### src/rtl/cpu_pkg.sv
// Shared CPU constants: Cause exception codes and the canonical NOP encoding.
package cpu_pkg;

  localparam logic [4:0]  EXC_INT  = 5'd0;
  localparam logic [4:0]  EXC_ADEL = 5'd4;
  localparam logic [4:0]  EXC_ADES = 5'd5;
  localparam logic [4:0]  EXC_RI   = 5'd10;
  localparam logic [4:0]  EXC_OV   = 5'd12;
  localparam logic [31:0] NOP      = 32'h0;

endpackage

### src/rtl/pipe_fd_reg_skid_slot.sv
// One-entry skid slot: keeps the first fetch that arrives during a stall until drained or flushed.
module skid_slot #(
  parameter int DATA_W = 32,
  parameter int PC_W   = 32,
  parameter int EXC_W  = 5
) (
  input  logic              clk,
  input  logic              reset,
  input  logic              capture_i,
  input  logic              empty_i,
  input  logic [PC_W-1:0]   pc_i,
  input  logic [DATA_W-1:0] instr_i,
  input  logic              bd_i,
  input  logic [EXC_W-1:0]  exc_i,
  output logic              full_o,
  output logic [PC_W-1:0]   pc_o,
  output logic [DATA_W-1:0] instr_o,
  output logic              bd_o,
  output logic [EXC_W-1:0]  exc_o
);

  logic              full_q, full_d;
  logic [PC_W-1:0]   pc_q, pc_d;
  logic [DATA_W-1:0] instr_q, instr_d;
  logic              bd_q, bd_d;
  logic [EXC_W-1:0]  exc_q, exc_d;

  // A full slot is never overwritten; the first capture of a stall wins.
  always_comb begin
    full_d  = full_q;
    pc_d    = pc_q;
    instr_d = instr_q;
    bd_d    = bd_q;
    exc_d   = exc_q;
    if (reset || empty_i) begin
      full_d = 1'b0;
    end else if (capture_i && !full_q) begin
      full_d  = 1'b1;
      pc_d    = pc_i;
      instr_d = instr_i;
      bd_d    = bd_i;
      exc_d   = exc_i;
    end
  end

  always_ff @(posedge clk) begin
    full_q  <= full_d;
    pc_q    <= pc_d;
    instr_q <= instr_d;
    bd_q    <= bd_d;
    exc_q   <= exc_d;
  end

  assign full_o  = full_q;
  assign pc_o    = pc_q;
  assign instr_o = instr_q;
  assign bd_o    = bd_q;
  assign exc_o   = exc_q;

endmodule

### src/rtl/pipe_fd_reg.sv
// Fetch/decode pipeline register with stall hold, flush, irq squash, ADEL nullification,
// optional skid slot and a saturating stall counter.
module pipe_fd_reg
  import cpu_pkg::*;
#(
  parameter int DATA_W = 32,
  parameter int PC_W   = 32,
  parameter int EXC_W  = 5,
  parameter int N_CLR  = 3,
  parameter int SKID   = 1,
  parameter int CNT_W  = 16
) (
  input  logic              clk,
  input  logic              reset,
  input  logic              stall,
  input  logic              irq,
  input  logic [N_CLR-1:0]  clr,
  input  logic              in_valid,
  input  logic [PC_W-1:0]   pc_in,
  input  logic [DATA_W-1:0] instr_in,
  input  logic              bd_in,
  input  logic [EXC_W-1:0]  exc_in,
  output logic              out_valid,
  output logic [PC_W-1:0]   pc_out,
  output logic [DATA_W-1:0] instr_out,
  output logic              bd_out,
  output logic [EXC_W-1:0]  exc_out,
  output logic              skid_full,
  output logic [CNT_W-1:0]  stall_cnt
);

  logic              valid_q, valid_d;
  logic [PC_W-1:0]   pc_q, pc_d;
  logic [DATA_W-1:0] instr_q, instr_d;
  logic              bd_q, bd_d;
  logic [EXC_W-1:0]  exc_q, exc_d;
  logic [CNT_W-1:0]  cnt_q, cnt_d;

  logic              sk_full;
  logic [PC_W-1:0]   sk_pc;
  logic [DATA_W-1:0] sk_instr;
  logic              sk_bd;
  logic [EXC_W-1:0]  sk_exc;

  logic              clr_any;
  logic              sk_capture, sk_empty;
  logic              src_valid, src_bd;
  logic [PC_W-1:0]   src_pc;
  logic [DATA_W-1:0] src_instr;
  logic [EXC_W-1:0]  src_exc;

  assign clr_any    = |clr;
  assign sk_capture = stall && in_valid && !irq;
  // Leaving a stall always empties the slot: either it drains into the register or a flush drops it.
  assign sk_empty   = irq || (!stall && (clr_any || sk_full));

  generate
    if (SKID != 0) begin : g_skid
      skid_slot #(.DATA_W(DATA_W), .PC_W(PC_W), .EXC_W(EXC_W)) u_skid (
        .clk       (clk),
        .reset     (reset),
        .capture_i (sk_capture),
        .empty_i   (sk_empty),
        .pc_i      (pc_in),
        .instr_i   (instr_in),
        .bd_i      (bd_in),
        .exc_i     (exc_in),
        .full_o    (sk_full),
        .pc_o      (sk_pc),
        .instr_o   (sk_instr),
        .bd_o      (sk_bd),
        .exc_o     (sk_exc)
      );
    end else begin : g_no_skid
      assign sk_full  = 1'b0;
      assign sk_pc    = '0;
      assign sk_instr = '0;
      assign sk_bd    = 1'b0;
      assign sk_exc   = '0;
    end
  endgenerate

  assign src_valid = sk_full || in_valid;
  assign src_pc    = sk_full ? sk_pc    : pc_in;
  assign src_instr = sk_full ? sk_instr : instr_in;
  assign src_bd    = sk_full ? sk_bd    : bd_in;
  assign src_exc   = sk_full ? sk_exc   : exc_in;

  always_comb begin
    valid_d = valid_q;
    pc_d    = pc_q;
    instr_d = instr_q;
    bd_d    = bd_q;
    exc_d   = exc_q;
    if (reset || irq || (!stall && (clr_any || !src_valid))) begin
      valid_d = 1'b0;
      pc_d    = '0;
      instr_d = '0;
      bd_d    = 1'b0;
      exc_d   = '0;
    end else if (!stall) begin
      valid_d = 1'b1;
      pc_d    = src_pc;
      instr_d = (src_exc == EXC_W'(EXC_ADEL)) ? DATA_W'(NOP) : src_instr;
      bd_d    = src_bd;
      exc_d   = src_exc;
    end
  end

  always_comb begin
    cnt_d = cnt_q;
    if (reset) begin
      cnt_d = '0;
    end else if (!irq && stall && valid_q && (cnt_q != {CNT_W{1'b1}})) begin
      cnt_d = cnt_q + 1'b1;
    end
  end

  always_ff @(posedge clk) begin
    valid_q <= valid_d;
    pc_q    <= pc_d;
    instr_q <= instr_d;
    bd_q    <= bd_d;
    exc_q   <= exc_d;
    cnt_q   <= cnt_d;
  end

  assign out_valid = valid_q;
  assign pc_out    = pc_q;
  assign instr_out = instr_q;
  assign bd_out    = bd_q;
  assign exc_out   = exc_q;
  assign skid_full = sk_full;
  assign stall_cnt = cnt_q;

endmodule

### config.mk
export PLATFORM = sky130hd
export DESIGN_NAME = pipe_fd_reg
export DESIGN_NICKNAME = d
export VERILOG_FILES = /design/src/rtl/cpu_pkg.sv /design/src/rtl/pipe_fd_reg_skid_slot.sv /design/src/rtl/pipe_fd_reg.sv
export SDC_FILE = /design/constraint.sdc
export NUM_CORES = 1
export LEC_CHECK = 0
export CAP_MARGIN = 30
export CORE_MARGIN = 3
export CORE_UTILIZATION = 40
export DETAILED_ROUTE_END_ITERATION = 10
export HOLD_SLACK_MARGIN = 0.02
export MAX_ROUTING_LAYER = met4
export PLACE_DENSITY_LB_ADDON = 0.25
export SKIP_CTS_REPAIR_TIMING = 1
export SYNTH_ARGS = -nofsm -noshare
export SYNTH_HDL_FRONTEND = slang
export SYNTH_SLANG_ARGS = --single-unit
### constraint.sdc
create_clock -name clk -period 16.7 [get_ports clk]
set_input_delay 2.505 -clock clk [delete_from_list [all_inputs] [get_ports clk]]
set_output_delay 2.505 -clock clk [all_outputs]
set_load 0.1 [all_outputs]
Word level (Yosys, flattened, before mapping)
Cells that the tools add are included.

Register bits after elaboration: 158. Input bits: 78. Output and inout port bits: 88.

Add/subtract/negate cells: 1. Equality and inequality tests: 2. Multiplexer cells: 5. Bitwise gates (word level): 1. Reductions and logical operators: 21.

Operators with widths (count): 32-bit 2-to-1 mux (3); 16-bit by 1-bit adder with 16-bit output (second input constant) (1); 16-bit inequality test (second input constant) (1); 1-bit logical AND (8); 1-bit logical OR (7); 5-bit by 3-bit equality test with 1-bit output (second input constant) (1); 5-bit 2-to-1 mux (1); 1-bit zero test (4); 3-bit OR reduction (1); 2-bit AND reduction (1); 1-bit 2-to-1 mux (1); 1-bit NOT (1).

Depth between registers and ports, before layout
Depth after elaboration: 7. Gate-level depth with buffers: 6.

Modules after synthesis
From an unflattened synthesis, not the netlist that was laid out.

Cell total of the unflattened synthesis: 546. Area, all modules: 6309.8 µm².

Modules (own cells, without submodules): pipe_fd_reg (times used 1, cells each 472, area each 4159.0 µm², sequential area each 1741.7 µm²); skid_slot (times used 1, cells each 74, area each 2150.8 µm², sequential area each 2122.0 µm²).

Least setup slack after synthesis
OpenSTA, ideal clock, no wires.

Kind: input-to-reg. From: input irq. To: register g_skid.u_skid.bd_q (netlist: g_skid.u_skid.bd_o) (enable). Data arrival time: 8125 ps. Required time: 16101 ps. Slack: 7976 ps. Cell stages on the path: 2. Cell sequence: or3b_2 > nor3b_1.

Word-level cells in the longest chain between the ends: 4. Elaborated cells between the ends (all ways): 7.

Ends and longest elaborated chain: start: declaration (line pipe_fd_reg.sv:16) `input logic irq,`; 1-bit zero test or 1-bit logical OR (tied branches) (line pipe_fd_reg.sv:53, pipe_fd_reg.sv:55); 1-bit logical AND or 1-bit logical OR (tied branches) (line pipe_fd_reg.sv:53, pipe_fd_reg_skid_slot.sv:35); 1-bit logical AND or 1-bit NOT (tied branches); 2-bit AND reduction (no source line) *; end signal: assignment (line pipe_fd_reg_skid_slot.sv:50) `bd_q <= bd_d;`; end: declaration (line pipe_fd_reg_skid_slot.sv:25) `logic bd_q, bd_d;`.

Mark *: on every way between the ends. The rest lies on a longest branch, timed or not. A chain may end at the register's enable or synchronous reset.

Worst setup path in the final report
From: input reset. To: register g_skid.u_skid.pc_q[2] (netlist: g_skid.u_skid.pc_o[2]) (enable).

Word-level cells in the longest chain between the ends: 3.

Ends and longest elaborated chain: start: declaration (line pipe_fd_reg.sv:14) `input logic reset,`; 1-bit logical OR (line pipe_fd_reg_skid_slot.sv:35) `if (reset || empty_i) begin`; 1-bit NOT (no source line); 2-bit AND reduction (no source line); end signal: assignment (line pipe_fd_reg_skid_slot.sv:48) `pc_q <= pc_d;`; end: declaration (line pipe_fd_reg_skid_slot.sv:23) `logic [PC_W-1:0] pc_q, pc_d;`.

No other way between the ends.

==> metrics.md <==
| Metric | Value |
|---|---|
| Status | `completed` |
| Vias in the first global route | `around 4800` |
| Global-route wire length before repair | `~24000 µm` |
| GP Congestion | `approximately 0.88` |
| Clock buffer depth | `2` |
| Synth async-reset ratio | `0%` |
| Cell depth of the worst hold path | `2` |
| Htree depth | `4` |
| Crit. End Element | `flop` |
| Placed Area | `~8100 µm²` |
| TritonCTS Sinks | `about 160` |
| R2R Path Start | `g_skid.u_skid.full_o` |
| Hold Path Class | `flop to flop` |
| Worst Skew | `11.5 ps` |
| Count leader, synth | `nor2_1` |
| Die ar. | `17200 µm²` |
| Vias/cell | `5.29` |
| Area contributors post-synth | `edfxtp_1 34%, dfxtp_1 28%, nor2_1 7.1%` |
| Via count | `4902` |
| Area used by multi-input combinational logic | `approximately 2200 µm²` |
| Part of the power in combinational logic | `about a tenth` |
| Ys Warns | `0` |
| Synthesized Nets | `626` |
| Die height | `between 100 and 150 µm` |
| Pins Over Slew Limit | `0` |
| Initial antenna violation count | `0` |
| Hold Fails Final Rpt | `0` |
| Reg-to-reg endpoint | `instr_out[8]` |
| Total gr overflow | `0` |
| PwrDens | `about 100 nW/µm²` |
| Top post-synthesis cells by count | `118 x nor2_1, 88 x dfxtp_1, 70 x edfxtp_1` |
| Clk slew on worst S/H paths | `60 ps` |
| Layout Area Growth over Synthesis | `39.7%` |
| Gr usage total | `18.7%` |
| Hold Path Origin | `instr_out[31]` |
| Max Fclk | `205 MHz` |
| Sequential share of power | `a little under half` |
| Max FO, Critical Path | `70` |
| Period utilisation layout | `between 20% and 30%` |
| DP HPWL | `just over 10000 µm` |
| Most used flip-flop cell after synthesis | `dfxtp_1` |
| Initial DRC count | `approximately 420` |
| First-pass DRT Iterations | `5` |
| Post-Syn Area per Cell | `between 10 and 15 µm²` |
| Synth cell types | `35` |
| Final setup vio count | `0` |
| Clk_lat worst skew | `~420 ps` |
| Total of max-cap violations | `0` |
| Die Span X | `approximately 130 µm` |
| Core region area | `15300 µm²` |
| Actual slew at the worst max-slew pin | `just over 1000 ps` |
| Fin Setup TNS | `0 ps` |
| Total net switching power | `between 200 and 250 µW` |
| CP Launch Type | `primary input` |
| Layout cells sized above 1 | `10.9%` |
| FILL cells | `approximately 1300` |
| Relative slew margins | `between 30% and 40%` |
| Post-synth EDFFs | `70` |
| RSZ-0062 raised after global routing | `no` |
| Fin nets | `between 700 and 800` |
| Sequential fraction of the synthesis area | `between 60% and 70%` |
| Wirelength per Cell | `~17 µm` |
| Area share of the largest cell type after synthesis | `33.6%` |
| CP arrival | `about 5000 ps` |
| Static Leak | `2.86 nW` |
| Peak supply drop | `between 0.00007 and 0.00008 V` |
| Crit path time final | `approximately 4900 ps` |
| Internal | `~680 µW` |
| R2r setup slk | `between 10000 and 15000 ps` |
| Ant. Diodes | `0` |
| Post-synth top area cell | `edfxtp_1` |
| Final instance area | `between 8000 and 9000 µm²` |
| TritonCTS Buffers | `17` |
| Synthesized instance count | `around 550` |
| Largest net degree at the start of global routing | `74` |
| Required time worst endpoint | `16740 ps` |
| CTS tree | `built` |
| Yosys reg bits | `about 160` |
| Antenna-violating nets left | `0` |
| DRC | `0` |
| Net Sw Frac | `23.1%` |
| Total wire length | `between 15000 and 20000 µm` |
| Hold WS | `a little under 500 ps` |
| Clock power share | `a little over two fifths` |
| Worst-case reg-to-reg path depth | `7` |
| CP Class | `primary input to flop` |
| Hold worst-path end | `instr_out[31]` |
| Core Rows | `45` |
| Reg area | `approximately 3900 µm²` |
| Port Buffers | `between 150 and 200` |
| Root Buffer | `clkbuf_16` |
| Starting density of the core | `approximately two fifths` |
| Io pins | `166` |
| Post-synthesis instance area | `6250 µm²` |
-- worst max-delay path, cell delays in order --
cell	delay (ps)
clkdlybuf4s50_1	790
or3b_2	640
nor3b_2	180
buf_4	760
-- through the flow --
step                total power, mW  util [%]  std cells  setup WS [ps]
floorplan                     0.478         -        547           7980
global placement              0.512      53.0        892          11430
detailed placement            0.515      53.4        894          11400
CTS                           0.893      57.2        926          11840
global route                  0.916      57.2        926          11670
finish                        0.883      57.2        926          11810
-- how the worst max path moves through the flow --
| stage | end | start |
|---|---|---|
| 2_1_floorplan | g_skid.u_skid.bd_o | irq |
| 3_3_place_gp | g_skid.u_skid.pc_o[2] | stall |
| 3_5_place_dp | g_skid.u_skid.pc_o[1] | reset |
| 4_1_cts | g_skid.u_skid.pc_o[18] | reset |
| 5_1_grt | g_skid.u_skid.exc_o[1] | reset |
| 6_report | g_skid.u_skid.pc_o[2] | reset |
-- cell usage in the layout, fill, tap and decap left out, types with 8 or more instances in the layout --
| master | Yosys | final |
|---|---|---|
| a21oi_1 | 53 | 52 |
| a32oi_1 | 32 | 32 |
| clkbuf_16 | 0 | 17 |
| clkdlybuf4s50_1 | 0 | 164 |
| dfxtp_1 | 88 | 87 |
| edfxtp_1 | 70 | 70 |
| mux2_2 | 34 | 34 |
| mux2i_1 | 38 | 38 |
| nor2_1 | 118 | 118 |
| o31ai_1 | 8 | 8 |
| or4_1 | 8 | 8 |
-- metal layers --
metal | GRT usage [%] | up-vias | wire length [µm] | part of all wire [%]
li1 | - | 2335 | - | -
met1 | 24.0 | 2383 | 6920 | 44
met2 | 29.1 | 173 | 7530 | 48
met3 | 4.96 | 11 | 984 | 6.3
met4 | 5.63 | 0 | 143 | 0.92
met5 | - | - | 0 | 0
-- layout make-up --
class,count,share of cell area (%)
Clock buffer,22,5.43
Clock inverter,10,1.28
Inverter,6,0.258
Multi-Input combinational cell,346,25.7
Sequential cell,158,44.3
Tap cell,211,3.02
Timing Repair Buffer,173,20.0
-- logic make-up after synthesis --
logic type      synth area share, %
compound gates                 10.6
fa+ha+maj                     0.200
buf+inv                        2.66
flops                          61.8
mux                            12.2
simple gates                   12.5
-- flip-flops by register name (all words and copies together), names as in the netlist --
signal	cells
bd_out	1
exc_out	5
g_skid.u_skid.bd_o	1
g_skid.u_skid.exc_o	5
g_skid.u_skid.full_o	1
g_skid.u_skid.instr_o	32
g_skid.u_skid.pc_o	32
instr_out	32
out_valid	1
pc_out	32
stall_cnt	16
-- power groups by stage --
stage          sequential [mW]  clock, mW  combinational (mW)
6_report                 0.414      0.377              0.0922
5_1_grt                  0.414      0.404              0.0980
4_1_cts                  0.414      0.387              0.0927
3_5_place_dp             0.422          0              0.0924
3_3_place_gp             0.422          0              0.0898
2_1_floorplan            0.448          0              0.0301
(Power assumes the default switching activity.)
